### config.mk
export PLATFORM = sky130hd
export DESIGN_NAME = reset_sequencer
export DESIGN_NICKNAME = d
export VERILOG_FILES = /design/src/rtl/video_pkg.sv /design/src/rtl/reset_sequencer_sync_bit.sv /design/src/rtl/reset_sequencer.sv
export SDC_FILE = /design/constraint.sdc
export NUM_CORES = 1
export LEC_CHECK = 0
export BUFFER_PORTS_ARGS = -buffer_cell sky130_fd_sc_hd__buf_2
export CORE_UTILIZATION = 38
export CTS_CLUSTER_SIZE = 12
export DETAILED_ROUTE_END_ITERATION = 10
export SLEW_MARGIN = 20
export SYNTH_ARGS = -nofsm -noshare
export SYNTH_HDL_FRONTEND = slang
export SYNTH_HIERARCHICAL = 1
export SYNTH_SLANG_ARGS = --single-unit
### constraint.sdc
create_clock -name clock -period 3.5 [get_ports clock]
set_clock_uncertainty 0.1 [all_clocks]
set_input_delay 0.175 -clock clock [delete_from_list [all_inputs] [get_ports clock]]
set_output_delay 0.175 -clock clock [all_outputs]
set_load 0.01 [all_outputs]
### src/rtl/video_pkg.sv
// Shared types and default constants for the video pipeline reset logic.
package video_pkg;

   // Reset sequencer FSM states
   typedef enum logic [1:0] {
      WAIT_LOCK = 2'd0,
      RELEASE   = 2'd1,
      RUN       = 2'd2,
      SOFT      = 2'd3
   } rst_seq_state_t;

   // Default sequencer configuration
   localparam int RST_NUM_STAGES  = 3;
   localparam int RST_STAGE_DELAY = 16;
   localparam int RST_LOCK_FILTER = 8;
   localparam int RST_SOFT_HOLD   = 4;

   // Increment an 8-bit event counter, holding at all-ones instead of wrapping
   function automatic logic [7:0] sat_inc8(input logic [7:0] value);
      logic [7:0] result;
      if (value == 8'hFF) begin
         result = value;
      end else begin
         result = value + 8'd1;
      end
      return result;
   endfunction

endpackage

### src/rtl/reset_sequencer_sync_bit.sv
// Two-flop synchroniser for a single asynchronous level; both flops clear to 0.
module sync_bit (
   input  logic clk_i,
   input  logic rst_n_i,
   input  logic d_i,
   output logic q_o
);

   logic meta_q;
   logic sync_q;

   // Shift the asynchronous input through two flops in the destination domain
   always_ff @(posedge clk_i) begin
      if (!rst_n_i) begin
         meta_q <= 1'b0;
         sync_q <= 1'b0;
      end else begin
         meta_q <= d_i;
         sync_q <= meta_q;
      end
   end

   // Drive the synchronised level out
   always_comb begin
      q_o = sync_q;
   end

endmodule

### src/rtl/reset_sequencer.sv
// Releases the video pipeline stage resets in order once the pixel PLL lock
// has been qualified, and pulls them all back on lock loss or soft request.
module reset_sequencer
   import video_pkg::*;
#(
   parameter int NUM_STAGES  = RST_NUM_STAGES,
   parameter int STAGE_DELAY = RST_STAGE_DELAY,
   parameter int LOCK_FILTER = RST_LOCK_FILTER,
   parameter int SOFT_HOLD   = RST_SOFT_HOLD
) (
   input  logic                  clock,
   input  logic                  reset_n,
   input  logic                  pll_lock,
   input  logic                  soft_reset_req,
   output logic                  soft_reset_ack,
   output logic [NUM_STAGES-1:0] stage_reset_n,
   output logic                  all_ready,
   output logic [7:0]            lock_loss_cnt
);

   localparam int DLY_W  = $clog2(STAGE_DELAY + 1);
   localparam int HOLD_W = $clog2(SOFT_HOLD + 1);
   localparam int LOCK_W = $clog2(LOCK_FILTER + 1);
   localparam int IDX_W  = $clog2(NUM_STAGES) + 1;

   localparam logic [DLY_W-1:0]  DLY_ZERO  = DLY_W'(0);
   localparam logic [DLY_W-1:0]  DLY_ONE   = DLY_W'(1);
   localparam logic [DLY_W-1:0]  DLY_LAST  = DLY_W'(STAGE_DELAY - 1);
   localparam logic [HOLD_W-1:0] HOLD_ZERO = HOLD_W'(0);
   localparam logic [HOLD_W-1:0] HOLD_ONE  = HOLD_W'(1);
   localparam logic [HOLD_W-1:0] HOLD_LAST = HOLD_W'(SOFT_HOLD - 1);
   localparam logic [LOCK_W-1:0] LOCK_ZERO = LOCK_W'(0);
   localparam logic [LOCK_W-1:0] LOCK_ONE  = LOCK_W'(1);
   localparam logic [LOCK_W-1:0] LOCK_MAX  = LOCK_W'(LOCK_FILTER);
   localparam logic [IDX_W-1:0]  IDX_ZERO  = IDX_W'(0);
   localparam logic [IDX_W-1:0]  IDX_ONE   = IDX_W'(1);
   localparam logic [IDX_W-1:0]  IDX_LAST  = IDX_W'(NUM_STAGES - 1);

   // Synchronised lock and derived qualifiers
   logic lock_s;
   logic lock_ok_s;
   logic lock_lost_s;

   // State, counters and registered outputs
   rst_seq_state_t        state_q,     state_d;
   logic [LOCK_W-1:0]     lock_cnt_q,  lock_cnt_d;
   logic [DLY_W-1:0]      dly_q,       dly_d;
   logic [HOLD_W-1:0]     hold_q,      hold_d;
   logic [IDX_W-1:0]      idx_q,       idx_d;
   logic [NUM_STAGES-1:0] stage_q,     stage_d;
   logic                  all_ready_q, all_ready_d;
   logic                  ack_q,       ack_d;
   logic                  pending_q,   pending_d;
   logic [7:0]            loss_cnt_q,  loss_cnt_d;

   sync_bit u_lock_sync (
      .clk_i   (clock),
      .rst_n_i (reset_n),
      .d_i     (pll_lock),
      .q_o     (lock_s)
   );

   // Lock is qualified once the filter has seen enough consecutive high cycles;
   // a drop outside WAIT_LOCK is a lock loss event
   always_comb begin
      lock_ok_s   = (lock_cnt_q == LOCK_MAX);
      lock_lost_s = (!lock_s) && (state_q != WAIT_LOCK);
   end

   // Lock filter: count consecutive synced-high cycles, hold at the qualify
   // threshold, restart on any low cycle
   always_comb begin
      lock_cnt_d = lock_cnt_q;
      if (!lock_s) begin
         lock_cnt_d = LOCK_ZERO;
      end else if (lock_cnt_q != LOCK_MAX) begin
         lock_cnt_d = lock_cnt_q + LOCK_ONE;
      end else begin
         lock_cnt_d = lock_cnt_q;
      end
   end

   // Next-state, counter and output values; lock loss overrides everything else
   always_comb begin
      state_d     = state_q;
      dly_d       = dly_q;
      hold_d      = hold_q;
      idx_d       = idx_q;
      stage_d     = stage_q;
      all_ready_d = all_ready_q;
      ack_d       = 1'b0;
      pending_d   = pending_q;
      loss_cnt_d  = loss_cnt_q;

      if (lock_lost_s) begin
         state_d     = WAIT_LOCK;
         stage_d     = {NUM_STAGES{1'b0}};
         all_ready_d = 1'b0;
         loss_cnt_d  = sat_inc8(loss_cnt_q);
      end else begin
         case (state_q)
            WAIT_LOCK: begin
               stage_d     = {NUM_STAGES{1'b0}};
               all_ready_d = 1'b0;
               if (lock_ok_s) begin
                  state_d = RELEASE;
                  idx_d   = IDX_ZERO;
                  dly_d   = DLY_ZERO;
               end else begin
                  state_d = WAIT_LOCK;
               end
            end

            RELEASE: begin
               if (dly_q == DLY_LAST) begin
                  // Released bits are sticky; only the indexed stage is added
                  for (int k = 0; k < NUM_STAGES; k++) begin
                     stage_d[k] = stage_q[k] | (idx_q == IDX_W'(k));
                  end
                  dly_d = DLY_ZERO;
                  idx_d = idx_q + IDX_ONE;
                  if (idx_q == IDX_LAST) begin
                     state_d     = RUN;
                     all_ready_d = 1'b1;
                     ack_d       = pending_q;
                     pending_d   = 1'b0;
                  end else begin
                     state_d = RELEASE;
                  end
               end else begin
                  dly_d = dly_q + DLY_ONE;
               end
            end

            RUN: begin
               if (soft_reset_req) begin
                  state_d     = SOFT;
                  stage_d     = {NUM_STAGES{1'b0}};
                  all_ready_d = 1'b0;
                  hold_d      = HOLD_ZERO;
                  // Remember the request so it survives a lock loss during recovery
                  pending_d   = 1'b1;
               end else begin
                  state_d = RUN;
               end
            end

            SOFT: begin
               if (hold_q == HOLD_LAST) begin
                  state_d = RELEASE;
                  idx_d   = IDX_ZERO;
                  dly_d   = DLY_ZERO;
               end else begin
                  hold_d = hold_q + HOLD_ONE;
               end
            end

            default: begin
               state_d     = WAIT_LOCK;
               stage_d     = {NUM_STAGES{1'b0}};
               all_ready_d = 1'b0;
            end
         endcase
      end
   end

   // State, counter and output registers with synchronous active-low reset
   always_ff @(posedge clock) begin
      if (!reset_n) begin
         state_q     <= WAIT_LOCK;
         lock_cnt_q  <= LOCK_ZERO;
         dly_q       <= DLY_ZERO;
         hold_q      <= HOLD_ZERO;
         idx_q       <= IDX_ZERO;
         stage_q     <= {NUM_STAGES{1'b0}};
         all_ready_q <= 1'b0;
         ack_q       <= 1'b0;
         pending_q   <= 1'b0;
         loss_cnt_q  <= 8'd0;
      end else begin
         state_q     <= state_d;
         lock_cnt_q  <= lock_cnt_d;
         dly_q       <= dly_d;
         hold_q      <= hold_d;
         idx_q       <= idx_d;
         stage_q     <= stage_d;
         all_ready_q <= all_ready_d;
         ack_q       <= ack_d;
         pending_q   <= pending_d;
         loss_cnt_q  <= loss_cnt_d;
      end
   end

   // Outputs come straight from registers
   always_comb begin
      stage_reset_n  = stage_q;
      all_ready      = all_ready_q;
      soft_reset_ack = ack_q;
      lock_loss_cnt  = loss_cnt_q;
   end

endmodule

==> impl_metrics.tcl, run 1 <==
set metrics [dict create \
    path_class "reg -> reg" \
    fp.dieArea_um2 4650 \
    grt-ovfl-total 0 \
    initial_core_util 0.405 \
    cts_made_buffers 5 \
    drtPass1Iterations 4 \
    worst_slew_margin_rel 0.607 \
    antenna_found_initial 0 \
    num_antenna_cells 0 \
    rsz0062_at_grt "no" \
    routed_wirelength_um 3250 \
    layout_common_cells "dfxtp_1, nor2_1, nand2_1" \
    syn_avg_cell_area_um2 8.86 \
    hold_class "in -> reg" \
    end_kind "flop" \
    crit_path_start_kind "flop" \
    ios 17 \
    clkPwrFrac 0.411 \
    worst_pin_slew_ps 589 \
    drt_iter0_markers 37 \
    cts_tree "done" \
    vias 1359 \
    synth_seq_area_share 0.396 \
    p_int_mw 0.522 \
    grt_max_degree 24 \
    cp.arrival_ps 1890 \
    cp.required_ps 3610 \
    synth_edf_count 0 \
    grt_pass1_wl_um 5430 \
    p_sw_mw 0.144 \
    leakage_nw 0.760 \
    viasPerCell 5.33 \
    path_max_fanout 21 \
    cts_sinks 33 \
    cts_root_buf "clkbuf_8" \
    clkSlewWorstSetupHoldPaths_ps 60 \
    ir_drop_v 0.000260 \
    slew_viol_final 0 \
    port_buffers 16 \
    cts_resized 0 \
    setup_viol 0 \
    ys_types 43 \
    combPwrFrac 0.020 \
    cts_max_level 2 \
    clockBufferDepth 2 \
    die_width_um 68.2 \
    ant_nets 0 \
    synth_warnings 6 \
    wl_per_cell_um 12.7 \
    die_h_um 68.2 \
    drive_gt1_frac 0.137 \
    synth_seq_cells 33 \
    power.share.switching 0.216 \
    period_needed_ps 1780 \
    holdWs_ps 213 \
    fin_crit_sh 0.507 \
    place_congestion 0.771 \
    ys_async_sr_fraction 0 \
    fin_nets 218 \
    p_seq_frac 0.569 \
    hold_viol_final 0 \
    placementRows 23 \
    synthCells 188 \
    grt_pass1_vias 1184 \
    drc_errors 0 \
    syn-num-nets 202 \
    status "finished, final reports clean" \
    syn_area_um2 1670 \
    tns_ps 0 \
    worstSkewPairLatency_ps 280 \
    cap_violations 0 \
    area_delta_synth_final_pct 11.7 \
    design.core.area_um2 4120 \
    final_common_cell "dfxtp_1" \
    yosys_most_used_dff "dfxtp_1" \
    dp_hpwl_um 2190 \
    fmax_mhz 563 \
    power_density_nw_per_um2 358 \
    grtUsageTotal 0.157 \
]
==> logic make-up (layout without fill, tap and decap cells) <==
kind of cell,count (synthesis),after routing,share of synthesized area
mux,8,8,0.0480
xor+xnor,5,5,0.0263
fa+ha+maj,10,10,0.0751
flops,33,33,0.396
buf+inv,16,33,0.0405
simple gates,76,76,0.245
compound gates,40,40,0.168
==> stage by stage <==
step	cell area, um2	setup slack [ps]	std cells	power, mW	util
final	1860	1720	255	0.666	0.452
after global routing	1860	1570	255	0.692	0.452
after CTS	1860	1740	255	0.675	0.452
after detailed placement	1770	1750	246	0.400	0.431
after global placement	1770	1780	246	0.400	0.431
after floorplan	1670	1930	188	0.395	-
==> worst paths after layout <==
| path | startpoint | to | slack [ps] | cells after the start |
|---|---|---|---|---|
| min reg2reg | u_lock_sync/meta_q$_SDFF_PN0_ | u_lock_sync/q_o$_SDFF_PN0_ | 340 | 1 |
| max | state_q[0]$_SDFFE_PP0P_ | lock_loss_cnt[7]$_SDFFE_PN0P_ | 1720 | 4 |
| min | soft_reset_req | stage_reset_n[2]$_SDFFE_PP0P_ | 210 | 4 |
| max reg2reg | state_q[0]$_SDFFE_PP0P_ | lock_loss_cnt[7]$_SDFFE_PN0P_ | 1720 | 4 |
==> timing repair <==
item                      in CTS  in global routing
buffers inserted               0                  0
hold buffers                   1                  0
hold endpoints to repair       1                  0
==> critical path, cell delays in order (launching register included) <==
cell     delay (ps)
dfxtp_1         690
o21ba_4         240
o21ai_4         100
or4_1           400
a21oi_1         160
==> cells in the mapped netlist, types with 2 or more instances <==
| master | count | area (um2) |
|---|---|---|
| o21ai_0 | 6 | 30.0 |
| or3_1 | 2 | 12.5 |
| o21a_1 | 2 | 15.0 |
| inv_1 | 8 | 30.0 |
| nor3_1 | 4 | 20.0 |
| nand4_1 | 4 | 25.0 |
| nand3_1 | 9 | 45.0 |
| dfxtp_1 | 33 | 661 |
| and2_1 | 3 | 18.8 |
| nand2b_1 | 6 | 37.5 |
| a31oi_1 | 4 | 25.0 |
| buf_2 | 3 | 15.0 |
| a21oi_1 | 11 | 55.1 |
| o22ai_1 | 3 | 18.8 |
| clkbuf_1 | 4 | 15.0 |
| o21bai_1 | 2 | 15.0 |
| xor2_1 | 4 | 35.0 |
| or4_1 | 2 | 15.0 |
| o31ai_1 | 2 | 15.0 |
| ha_1 | 10 | 125 |
| nand3b_1 | 2 | 15.0 |
| a221oi_1 | 2 | 17.5 |
| nand2_1 | 17 | 63.8 |
| nor2_1 | 19 | 71.3 |
| mux2i_1 | 8 | 80.1 |
==> power by group through the flow <==
| stage | Clock, mW | Combinational, mW | Sequential (mW) |
|---|---|---|---|
| floorplan | 0 | 0.00922 | 0.386 |
| global placement | 0 | 0.0126 | 0.388 |
| detailed placement | 0 | 0.0124 | 0.388 |
| CTS | 0.282 | 0.0133 | 0.379 |
| global route | 0.298 | 0.0149 | 0.379 |
| finish | 0.274 | 0.0134 | 0.379 |
==> area by class of cell <==
| cell class | count | area, um2 |
|---|---|---|
| fill | 396 | 2250 |
| multi-input combinational | 139 | 938 |
| sequential | 33 | 661 |
| timing repair buffer | 17 | 90.1 |
| clock buffer | 8 | 80.1 |
| tap | 50 | 62.6 |
| inverter | 8 | 30.0 |
==> metal layers <==
| metal | GRT usage | part of all wire |
|---|---|---|
| met1 | 0.211 | 0.51 |
| met5 | 0 | 0 |
| met3 | 0.0500 | 0.048 |
| met4 | 0.0625 | 0.016 |
| met2 | 0.229 | 0.42 |
==> registers in the layout, summed over array words and instances (netlist names), named ones only <==
| name | count |
|---|---|
| lock_loss_cnt | 8 |
| lock_cnt_q | 4 |
| stage_reset_n | 3 |
| soft_reset_ack | 1 |
| u_lock_sync/meta_q | 1 |
| idx_q | 3 |
| all_ready | 1 |
| dly_q | 5 |
| u_lock_sync/q_o | 1 |
| state_q | 1 |
| pending_q | 1 |
| hold_q | 3 |
Note: power is estimated with default switching activity, not from simulation.
==> run 2, diff against run 1 <==
Clock period 3.5 ns to 1.85 ns, I/O delays scaled along.
==> impl_metrics.tcl, run 2 (synthesis results as in run 1) <==
set metrics [dict create \
    worst_slew_margin_rel 0.702 \
    grtUsageTotal 0.158 \
    drc_errors 0 \
    grt-ovfl-total 0 \
    clkSlewWorstSetupHoldPaths_ps 70 \
    worstSkewPairLatency_ps 280 \
    routed_wirelength_um 3190 \
    cts_sinks 33 \
    combPwrFrac 0.021 \
    wl_per_cell_um 12.3 \
    path_class "reg -> reg" \
    dp_hpwl_um 2270 \
    total_power_mw 1.27 \
    place_congestion 0.748 \
    status "finished, final reports clean" \
    cp.required_ps 1960 \
    grt_max_degree 24 \
    antenna_found_initial 0 \
    drt_iter0_markers 53 \
    die_width_um 68.2 \
    cp_slowest_stage_delay_ps 390 \
    cap_violations 0 \
    crit_chain "ha_1 -> nand4b_4 -> or3_1 -> o211ai_2 -> mux2i_1" \
    cts_tree "done" \
    grt_pass1_vias 1176 \
    design.core.area_um2 4120 \
    port_buffers 16 \
    layout_common_cells "dfxtp_1, nor2_1, nand2_1" \
    setup_viol 0 \
    path_max_fanout 9 \
    power_density_nw_per_um2 667 \
    p_sw_mw 0.289 \
    clockBufferDepth 2 \
    post_cts_buffers 0 \
    end_kind "flop" \
    num_antenna_cells 0 \
    leakage_nw 0.791 \
    clkPwrFrac 0.415 \
    placementRows 23 \
    largest_register_ffs 8 \
    rsz0062_at_grt "no" \
    crit_path_start_kind "flop" \
    fin_crit_sh 0.923 \
    grt_pass1_wl_um 5460 \
    area_delta_synth_final_pct 14.3 \
    fmax_mhz 586 \
    hold_class "in -> reg" \
    cp-startpoint "dly_q[0]$_SDFFE_PN0P_" \
    timing.rr.start "dly_q[0]$_SDFFE_PN0P_" \
    fin_nets 223 \
    ant_nets 0 \
    ios 17 \
    cts_root_buf "clkbuf_8" \
    vias 1366 \
    hold_viol_final 0 \
    tns_ps 0 \
    worst_pin_slew_ps 446 \
    ir_drop_v 0.000485 \
    period_needed_ps 1710 \
    p_seq_frac 0.563 \
    initial_core_util 0.405 \
    viasPerCell 5.25 \
    die_h_um 68.2 \
    final_common_cell "dfxtp_1" \
    slew_viol_final 0 \
    cts_max_level 2 \
    power.share.switching 0.228 \
    cp.arrival_ps 1820 \
    drive_gt1_frac 0.171 \
    cpMaxStageDelayCell "or3_1" \
    cts_made_buffers 5 \
    worstHoldStart "reset_n" \
    p_int_mw 0.981 \
    drtPass1Iterations 4 \
    fp.dieArea_um2 4650 \
]
## run 2: final cells by class
class,count,area [um2]
clock buffers,5,68.8
clock inverters,3,17.5
fillers,405,2210
inverters,8,30.0
multi-input cells,139,938
flip-flops and latches,33,661
well taps,50,62.6
repair buffers,22,128
## run 2: power by group through the flow
stage | sequential (mW) | combinational [mW] | clock, mW
6_report | 0.716 | 0.0272 | 0.528
5_1_grt | 0.716 | 0.0306 | 0.581
4_1_cts | 0.716 | 0.0275 | 0.553
3_5_place_dp | 0.732 | 0.0258 | 0
3_3_place_gp | 0.732 | 0.0260 | 0
2_1_floorplan | 0.731 | 0.0174 | 0
## run 2: what timing repair did
action                                 4_1_cts  5_1_grt
resized for setup                            0        0
setup endpoints to repair                    0        0
endpoints found under the hold margin        1        0
hold buffers                                 1        0
## run 2: routing by layer
layer  GRT usage  vias up  share of wire
met5           0        -              0
met4      0.0625        0         0.0053
met3      0.0417        2          0.055
met2       0.222       39           0.43
met1       0.227      614           0.51
li1            -      711              -
## run 2: final timing paths
kind / end / slack (ps) / cells after the start
hold reg to reg: u_lock_sync/q_o$_SDFF_PN0_ / 340 / 1
setup reg to reg: idx_q[1]$_SDFFE_PN0P_ / 140 / 5
hold / removal: state_q[0]$_SDFFE_PP0P_ / 120 / 3
setup / recovery: idx_q[1]$_SDFFE_PN0P_ / 140 / 5
## run 2: through the flow
step | cell area, um2 | hold slack (ps) | instances | setup slack (ps) | util
detailed placement | 1810 | 196 | 251 | 155 | 0.440
finish | 1910 | 121 | 260 | 143 | 0.463
global placement | 1810 | 194 | 251 | 204 | 0.440
global route | 1910 | 142 | 260 | 19.9 | 0.463
floorplan | 1670 | 114 | 188 | 281 | -
CTS | 1910 | 115 | 260 | 146 | 0.463
## run 2: worst max-delay path, delay by kind of cell, from the launching register on
kind                       cells  cell delay (ps)
DFF                            1              360
adders and majority gates      1              280
muxes                          1              210
AOI/OAI and AO/OA              1              120
and+or+nand+nor                2              580
==> run 3, diff against run 2 <==
Settings changed: GPL_TIMING_DRIVEN set to 0, SETUP_SLACK_MARGIN set to 0.3.
==> impl_metrics.tcl, run 3 (synthesis results as in run 1) <==
set metrics [dict create \
    status "finished, final reports clean" \
    combPwrFrac 0.028 \
    end_kind "flop" \
    final_common_cell "dfxtp_1" \
    cp.arrival_ps 1660 \
    clkSlewWorstSetupHoldPaths_ps 60 \
    leakage_nw 0.832 \
    worst_slew_margin_rel 0.647 \
    cts_root_buf "clkbuf_8" \
    p_int_mw 1.02 \
    largest_register_ffs 8 \
    placementRows 23 \
    cts_sinks 33 \
    ir_drop_v 0.000426 \
    power.share.switching 0.211 \
    wl_per_cell_um 13.6 \
    worstHoldStart "soft_reset_req" \
    rsz0062_at_grt "yes" \
    multi_input_area_um2 1070 \
    drc_errors 0 \
    place_congestion 0.731 \
    hold_class "in -> reg" \
    drive_gt1_frac 0.301 \
    clkPwrFrac 0.420 \
    ios 17 \
    p_sw_mw 0.273 \
    period_needed_ps 1560 \
    timing.rr.start "dly_q[0]$_SDFFE_PN0P_" \
    path_class "reg -> reg" \
    cp.required_ps 1960 \
    path_max_fanout 5 \
    die_width_um 68.2 \
    layout_common_cells "dfxtp_1, nor2_1, buf_2, nand2_1, a21oi_1" \
    worst_pin_slew_ps 530 \
    antenna_found_initial 0 \
    design.core.area_um2 4120 \
    num_antenna_cells 0 \
    routed_wirelength_um 3650 \
    grt-ovfl-total 0 \
    fin_crit_sh 0.842 \
    dp_hpwl_um 2330 \
    grt_max_degree 11 \
    tns_ps 0 \
    cts_made_buffers 5 \
    worstSkewPairLatency_ps 280 \
    die_h_um 68.2 \
    reg2reg_slack_ps 290 \
    port_buffers 16 \
    fill_cells 397 \
    fin_nets 233 \
    cts_tree "done" \
    crit_chain "ha_4 -> nand4b_4 -> or3_4 -> o211ai_4 -> mux2i_1" \
    grt_pass1_vias 1276 \
    slew_viol_final 0 \
    cts_max_level 2 \
    seqCellArea_um2 679 \
    hold_viol_final 0 \
    initial_core_util 0.405 \
    drtPass1Iterations 4 \
    crit_path_start_kind "flop" \
    cpMaxStageDelayCell "dfxtp_4" \
    worst_r2r_path_depth 5 \
    min_to "all_ready$_SDFFE_PP0P_" \
    holdWs_ps 103 \
    fmax_mhz 642 \
    fin_util 0.517 \
    ant_nets 0 \
    viasPerCell 5.30 \
    area_delta_synth_final_pct 27.6 \
    drt_iter0_markers 51 \
    clockBufferDepth 2 \
    cap_violations 0 \
    worstReg2RegEnd "idx_q[1]$_SDFFE_PN0P_" \
    grt_pass1_wl_um 5970 \
    cp_slowest_stage_delay_ps 370 \
    fp.dieArea_um2 4650 \
    p_seq_frac 0.552 \
    holdPathStages 4 \
    grtUsageTotal 0.176 \
    setup_viol 0 \
    vias 1425 \
    power_density_nw_per_um2 608 \
]
-- run 3: how the worst max path moves through the flow --
stage                                startpoint               endpoint  slack (ps)  depth (start not counted)
final                     dly_q[0]$_SDFFE_PN0P_  idx_q[1]$_SDFFE_PN0P_         290                          5
after global routing      dly_q[1]$_SDFFE_PN0P_  idx_q[0]$_SDFFE_PN0P_         240                          5
after CTS                 dly_q[0]$_SDFFE_PN0P_  idx_q[1]$_SDFFE_PN0P_         240                          5
after detailed placement  dly_q[0]$_SDFFE_PN0P_  idx_q[1]$_SDFFE_PN0P_         110                          5
after global placement    dly_q[0]$_SDFFE_PN0P_  idx_q[0]$_SDFFE_PN0P_         120                          5
after floorplan           dly_q[0]$_SDFFE_PN0P_  idx_q[0]$_SDFFE_PN0P_         300                          5
-- run 3: per-stage QoR --
stage	worst slack, ps	instances	total power [mW]	cell area [um2]
2_1_floorplan	304	188	0.748	1670
3_3_place_gp	125	254	0.760	1810
3_5_place_dp	110	254	0.761	1810
4_1_cts	236	267	1.31	2010
5_1_grt	244	269	1.35	2130
6_report	292	269	1.29	2130
-- run 3: power by group through the flow --
stage               registers (mW)  clock network, mW  logic (mW)
floorplan                    0.731                  0      0.0174
global placement             0.732                  0      0.0289
detailed placement           0.731                  0      0.0294
CTS                          0.715              0.564      0.0346
global route                 0.713              0.592      0.0405
finish                       0.713              0.543      0.0363
-- run 3: area by class of cell --
| cell class | count | area share |
|---|---|---|
| Buffer | 8 | 0.0247 |
| Clock buffer | 7 | 0.0406 |
| Inverter | 8 | 0.0141 |
| Multi-Input combinational cell | 140 | 0.506 |
| Sequential cell | 33 | 0.320 |
| Tap cell | 50 | 0.0294 |
| Timing Repair Buffer | 23 | 0.0659 |
-- run 3: what timing repair did --
action / 4_1_cts / 5_1_grt
endpoints found under the setup margin: 14 / 23
pin swaps: 1 / 6
gates cloned: 0 / 1
gates resized for setup: 12 / 30
buffers inserted: 3 / 1
endpoints found under the hold margin: 3 / 0
hold buffers: 3 / 0
-- run 3: layer usage --
| metal | track usage | wire length (um) |
|---|---|---|
| met5 | 0 | 0 |
| met1 | 0.230 | 1780 |
| met3 | 0.0450 | 134 |
| met4 | 0.0781 | 72 |
| met2 | 0.271 | 1670 |
-- run 3: worst max-delay path, delay by kind of cell, from the launching register on --
family	cells	cell delay, ps
AO/OA/AOI/OAI	1	120
adder cells (fa/ha/maj)	1	140
AND/OR/NAND/NOR	2	520
multiplexers	1	220
flip-flops	1	370
